File: src/rtl/freqcmp_multi.sv
`default_nettype none
// ============================================================================
// Module   : freqcmp_multi
// Brief    : Gated multi-channel edge counter with signed error, averaged error,
//            saturation flags and lock detection, single reference clock.
// Revision : 1.0
// ============================================================================
module freqcmp_multi #(
    parameter int DWIDTH = 32,
    parameter int NCH    = 4,
    parameter int LOCKW  = 8
) (
    input  logic                    clkref,
    input  logic                    rst_n,
    input  logic [NCH-1:0]          edges,
    input  logic [DWIDTH-1:0]       refcntsamp,
    input  logic [NCH*DWIDTH-1:0]   expcnt,
    input  logic [2:0]              avgshift,
    input  logic [DWIDTH-1:0]       locktol,
    input  logic [LOCKW-1:0]        lockcnt,
    output logic [NCH*DWIDTH-1:0]   freqdiff,
    output logic [NCH*DWIDTH-1:0]   freqavg,
    output logic                    stb_freqdiff,
    output logic [NCH-1:0]          locked,
    output logic [NCH-1:0]          ovf,
    output logic [DWIDTH-1:0]       wincnt
);

    localparam logic [DWIDTH-1:0] C_MAX_POS = {1'b0, {(DWIDTH-1){1'b1}}};
    localparam logic [DWIDTH-1:0] C_MIN_NEG = {1'b1, {(DWIDTH-1){1'b0}}};

    typedef enum logic [0:0] {S_IDLE = 1'b0, S_RUN = 1'b1} state_t;

    state_t                     r_state;
    logic [DWIDTH-1:0]          r_remaining;
    logic                       r_first;
    logic [NCH-1:0][DWIDTH-1:0] r_cnt;
    logic [NCH-1:0][DWIDTH-1:0] w_cnt_next;

    logic [NCH-1:0][DWIDTH-1:0] r_snap;
    logic [NCH-1:0]             r_snap_ovf;
    logic                       r_snap_vld;
    logic                       r_snap_seed;

    logic [NCH-1:0][DWIDTH-1:0] r_diff;
    logic [NCH-1:0][DWIDTH-1:0] w_diff_new;
    logic [NCH-1:0]             r_diff_ovf;
    logic                       r_diff_vld;
    logic                       r_diff_seed;

    logic [NCH-1:0][DWIDTH-1:0] r_freqdiff;
    logic [NCH-1:0][DWIDTH-1:0] r_avg;
    logic [NCH-1:0][DWIDTH-1:0] w_avg_new;
    logic [NCH-1:0][LOCKW-1:0]  r_run;
    logic [NCH-1:0][LOCKW-1:0]  w_run_new;
    logic [NCH-1:0]             w_in_tol;
    logic [NCH-1:0]             w_lock_new;

    genvar gi;
    generate
        for (gi = 0; gi < NCH; gi++) begin : g_ch
            logic signed [DWIDTH:0] w_raw;
            logic signed [DWIDTH:0] w_dx;
            logic signed [DWIDTH:0] w_ax;
            logic signed [DWIDTH:0] w_step;
            logic        [DWIDTH:0] w_abs;

            assign w_cnt_next[gi] = (edges[gi] && !(&r_cnt[gi])) ? r_cnt[gi] + 1'b1 : r_cnt[gi];

            assign w_raw = $signed({1'b0, r_snap[gi]}) - $signed({1'b0, expcnt[gi*DWIDTH +: DWIDTH]});
            // Top two bits disagree when the DWIDTH+1 result does not fit signed DWIDTH.
            assign w_diff_new[gi] = r_snap_ovf[gi]                   ? C_MAX_POS :
                                    (w_raw[DWIDTH] != w_raw[DWIDTH-1]) ? (w_raw[DWIDTH] ? C_MIN_NEG : C_MAX_POS) :
                                    w_raw[DWIDTH-1:0];

            assign w_dx   = $signed({r_diff[gi][DWIDTH-1], r_diff[gi]});
            assign w_ax   = $signed({r_avg[gi][DWIDTH-1], r_avg[gi]});
            assign w_step = (w_dx - w_ax) >>> avgshift;
            // The updated average always lies between old average and diff, so it fits DWIDTH.
            assign w_avg_new[gi] = r_diff_seed ? r_diff[gi] : DWIDTH'(w_ax + w_step);

            assign w_abs          = w_dx[DWIDTH] ? -w_dx : w_dx;
            assign w_in_tol[gi]   = !r_diff_ovf[gi] && (w_abs <= {1'b0, locktol});
            assign w_run_new[gi]  = !w_in_tol[gi]    ? '0 :
                                    (&r_run[gi])     ? r_run[gi] : r_run[gi] + 1'b1;
            assign w_lock_new[gi] = w_in_tol[gi] && (w_run_new[gi] >= lockcnt);
        end
    endgenerate

    always_ff @(posedge clkref or negedge rst_n) begin
        if (!rst_n) begin
            r_state     <= S_IDLE;
            r_remaining <= '0;
            r_first     <= 1'b0;
            r_cnt       <= '0;
            r_snap      <= '0;
            r_snap_ovf  <= '0;
            r_snap_vld  <= 1'b0;
            r_snap_seed <= 1'b0;
        end else begin
            r_snap_vld <= 1'b0;
            case (r_state)
                S_IDLE: begin
                    if (refcntsamp != '0) begin
                        r_remaining <= refcntsamp - 1'b1;
                        r_cnt       <= '0;
                        r_first     <= 1'b1;
                        r_state     <= S_RUN;
                    end
                end
                S_RUN: begin
                    if (r_remaining == '0) begin
                        r_snap      <= w_cnt_next;
                        for (int i = 0; i < NCH; i++) begin
                            r_snap_ovf[i] <= &w_cnt_next[i];
                        end
                        r_snap_vld  <= 1'b1;
                        r_snap_seed <= r_first;
                        r_first     <= 1'b0;
                        r_cnt       <= '0;
                        if (refcntsamp != '0) begin
                            r_remaining <= refcntsamp - 1'b1;
                        end else begin
                            r_state <= S_IDLE;
                        end
                    end else begin
                        r_remaining <= r_remaining - 1'b1;
                        r_cnt       <= w_cnt_next;
                    end
                end
                default: r_state <= S_IDLE;
            endcase
        end
    end

    always_ff @(posedge clkref or negedge rst_n) begin
        if (!rst_n) begin
            r_diff      <= '0;
            r_diff_ovf  <= '0;
            r_diff_vld  <= 1'b0;
            r_diff_seed <= 1'b0;
        end else begin
            r_diff_vld <= r_snap_vld;
            if (r_snap_vld) begin
                r_diff      <= w_diff_new;
                r_diff_ovf  <= r_snap_ovf;
                r_diff_seed <= r_snap_seed;
            end
        end
    end

    always_ff @(posedge clkref or negedge rst_n) begin
        if (!rst_n) begin
            r_freqdiff   <= '0;
            r_avg        <= '0;
            r_run        <= '0;
            locked       <= '0;
            ovf          <= '0;
            wincnt       <= '0;
            stb_freqdiff <= 1'b0;
        end else begin
            stb_freqdiff <= r_diff_vld;
            if (r_diff_vld) begin
                r_freqdiff <= r_diff;
                r_avg      <= w_avg_new;
                r_run      <= w_run_new;
                locked     <= w_lock_new;
                ovf        <= r_diff_ovf;
                wincnt     <= wincnt + 1'b1;
            end
        end
    end

    assign freqdiff = r_freqdiff;
    assign freqavg  = r_avg;

endmodule
`default_nettype wire

File: config.mk
export PLATFORM = sky130hd
export DESIGN_NAME = freqcmp_multi
export DESIGN_NICKNAME = d
export VERILOG_FILES = /design/src/rtl/freqcmp_multi.sv
export SDC_FILE = /design/constraint.sdc
export NUM_CORES = 2
export LEC_CHECK = 0
export ABC_AREA = 0
export CORE_MARGIN = 2
export CORE_UTILIZATION = 45
export CTS_BUF_LIST = sky130_fd_sc_hd__clkbuf_8
export DETAILED_ROUTE_END_ITERATION = 8
export GPL_TIMING_DRIVEN = 0
export PLACE_DENSITY = 0.76
export SYNTH_ARGS = -nofsm -noshare
export SYNTH_HDL_FRONTEND = slang
export SYNTH_SLANG_ARGS = --single-unit
File: constraint.sdc
create_clock -name clkref -period 7.1 [get_ports clkref]
set_input_delay 1.065 -clock clkref [delete_from_list [all_inputs] [get_ports clkref]]
set_output_delay 1.065 -clock clkref [all_outputs]
set_load 0.05 [all_outputs]
==> summary.md <==
| Metric | Value |
|---|---|
| Delay-heaviest family, CP | `compound AO/OA/AOI/OAI gates` |
| Status | `finished with violations` |
| Pin count of the biggest net entering global routing | `124` |
| Dominant synthesized flop cell | `dfrtp_1` |
| IO buf count | `504` |
| Sequential fraction of the synthesis area | `29.4%` |
| Slowest CP cell | `buf_1` |
| Lkg Pwr | `33.9 nW` |
| Relative slew slack | `-4.42%` |
| Vias | `64700` |
| Vias in the first global route | `61000` |
| Remaining global-route overflow | `0` |
| Avg Inst Size Synth | `8.27 µm²` |
| Async S/R FF share, synth | `100%` |
| Final WL | `270 mm` |
| Crit path launch type | `input port` |
| Commonest non-fill, non-tap cells in the layout | `nand2_1, dfrtp_1, o21ai_0` |
| Core ar. | `142000 µm²` |
| Routed WL per cell | `25.8 µm` |
| Hold-critical path depth | `0` |
| Starting Density | `45.4%` |
| Horiz. Die Dim | `383 µm` |
| Placed Area | `72100 µm²` |
| Dominant cell type by area after synthesis | `dfrtp_1` |
| Cell variety after synth | `114` |
| Clock slew at reported path FFs | `0.06 ns` |
| Root buf cell | `clkbuf_8` |
| Slowest cell delay on critical path | `0.84 ns` |
| Initial antenna violation count | `8` |
| Fin. Hold Viols | `0` |
| Vias per cell | `6.19` |
| Worst Clk Skew | `0.0393 ns` |
| Worst path cell trace | `clkdlybuf4s50_1 > inv_2 > buf_1 > buf_1 > nor2_1 > o311a_1 > a21oi_1 > ha_1 > a21o_1 > a21o_1 > a2111oi_0 > nor4_2 > nor3_1 > o31ai_2 > nand4_1 > a41oi_1 > a211oi_1 > xnor2_1 > a21oi_1 > a2bb2oi_1` |
| Buf/Inv on CP | `4` |
| Yosys warnings | `0` |
| Placer Congestion | `1.13` |
| Reg area | `19000 µm²` |
| Minimum clock period | `7.07 ns` |
| H-tree depth | `4` |
| Max Slew Vio Count | `22` |
| Placed Instances | `10200` |
| DRC errors left | `0` |
| CP Data Arrival Time | `7.84 ns` |
| Power Dens Cells | `151 nW/µm²` |
| Area occupied by multi-input gates | `42700 µm²` |
| Most common cell after layout, fill and taps aside | `nand2_1` |
| Design Area, Final | `75500 µm²` |
| TritonCTS clock tree | `built` |
| Final setup fails | `0` |
| Critical path capture point type | `register` |
| Total CTS buffers | `139` |
| #FFs+latches synth | `759` |
| Clk network pwr share | `39.9%` |
| Die Y | `383 µm` |
| CP required | `7.87 ns` |
| Logic pwr share | `20.9%` |
| Share of power burned in registers | `39.3%` |
| Violated checks | `max-capacitance violations, max-slew violations` |
| EDFF count, synth | `0` |
| Share of layout cells above drive strength 1 | `7.33%` |
| Antenna Violating Nets Remaining | `0` |
| Die area | `146000 µm²` |
| Pre-Repair DR Iteration Count | `8` |
| Top cell type's share of synthesized area | `29.4%` |
| Crit path kind | `in2reg` |
| Overall Global Routing Usage | `35.6%` |
| Cell Rows | `138` |
| Clk Latency, worst-skew pair | `0.95 ns` |
| Least-Margin Pin Slew | `1.57 ns` |
| Nets | `9237` |
| Area grow syn2layout | `17.0%` |
| Sw Share | `32.1%` |
| Final HPWL DP | `216 mm` |
| Initial drt markers | `7153` |
| Non-filler cells, final | `10500` |
| CP max FO | `10` |
| Hold/Removal Path Class | `reg2reg` |
| Post-synthesis cell area | `64500 µm²` |
| Total power | `11.4 mW` |
| Peak Freq | `141 MHz` |
| Pint | `7.74 mW` |
| P_sw | `3.66 mW` |
| First-pass GRT wire length | `391 mm` |
| Critical path depth | `20` |
| Synth Net Count | `8575` |
| Largest cells by area after synthesis | `dfrtp_1, ha_1, xnor2_1` |
| Fillers | `13300` |
| VDD IR max | `0.192 mV` |
| Cells on worst reg2reg path | `27` |
| Final Util | `53.2%` |
| IO Count | `506` |
| Clock Path Buffers | `3` |
| Post-Synthesis Cells | `7797` |
| Max cap viols | `2` |
| Clock sinks | `759` |
| Final period util | `99.6%` |
[cells by family after synthesis]
family          Yosys count  share of synthesized area (%)
simple gates           2329                           17.0
flops                   759                           29.4
buf+inv                 793                           4.71
compound gates         2318                           22.4
fa+ha+maj               584                           11.4
xor+xnor                648                           8.80
mux                     366                           6.19
[area by class of cell]
cell class | count | area share (%)
multi-input cells | 6245 | 56.6
flip-flops and latches | 759 | 25.2
repair buffers | 528 | 7.12
well taps | 1890 | 3.13
clock buffers | 170 | 3.10
inverters | 438 | 2.18
plain buffers | 348 | 1.85
clock inverters | 78 | 0.796
diodes | 8 | 0.0265
[registers in the layout, indices dropped and copies added, names as in the netlist, 4 cells and up]
register     count
ovf              4
freqdiff       128
r_snap_ovf       4
r_diff_ovf       4
locked           4
g_ch.w_dx      128
wincnt          32
freqavg        128
r_run           32
r_cnt          128
r_snap         128
r_remaining     32
[path summary, 6_finish.rpt]
kind / to / from / slack [ns]
max: freqavg[95] / avgshift[0] / 0.03
min: stb_freqdiff / r_diff_vld / 0.45
max reg2reg: freqavg[95] / g_ch[2].w_dx[0] / 0.17
min reg2reg: stb_freqdiff / r_diff_vld / 0.45
max in group asynchronous: r_snap[101] / rst_n / 4.67
min in group asynchronous: freqavg[51] / rst_n / 0.59
[synthesized netlist by cell type, types with 150 or more instances]
cell and count:
a21o_1 224, a21oi_1 534, clkbuf_1 280, dfrtp_1 759
ha_1 557, inv_1 431, mux2_2 208, mux2i_1 150
nand2_1 905, nand3_1 169, nor2_1 502, o21ai_0 697
xnor2_1 425, xor2_1 223
[power by group through the flow]
stage                     combinational (mW)  clock [mW]  sequential (mW)
after floorplan                         1.49           0             4.53
after global placement                  2.22           0             4.56
after detailed placement                2.27           0             4.55
after CTS                               2.29        4.60             4.47
after global routing                    2.57        4.78             4.48
final                                   2.38        4.54             4.48
[per-layer routing]
layer	wire length (µm)	GRT usage, %
met5	32	0.132
met4	19300	21.8
met3	29300	9.35
met2	116000	54.6
met1	106000	44.6
[per-stage QoR]
step | hold WS, ns | worst slack (ns) | setup TNS [ns]
after global routing | 0.472 | -0.0239 | -0.0239
after detailed placement | 0.456 | -1.44 | -52.75
after floorplan | 0.352 | 0.974 | 0
after CTS | 0.456 | 0.00959 | 0
after global placement | 0.458 | -30.15 | -
final | 0.447 | 0.0284 | 0
[repair_timing]
item | CTS | global route
resized for setup | 20 | 64
hold endpoints to repair | 19 | 0
hold buffers | 1 | 0
pin swaps | 0 | 8
endpoints found under the setup margin | 26 | 26
buffers inserted | 0 | 16
Note: power is estimated with default switching activity, not from simulation.
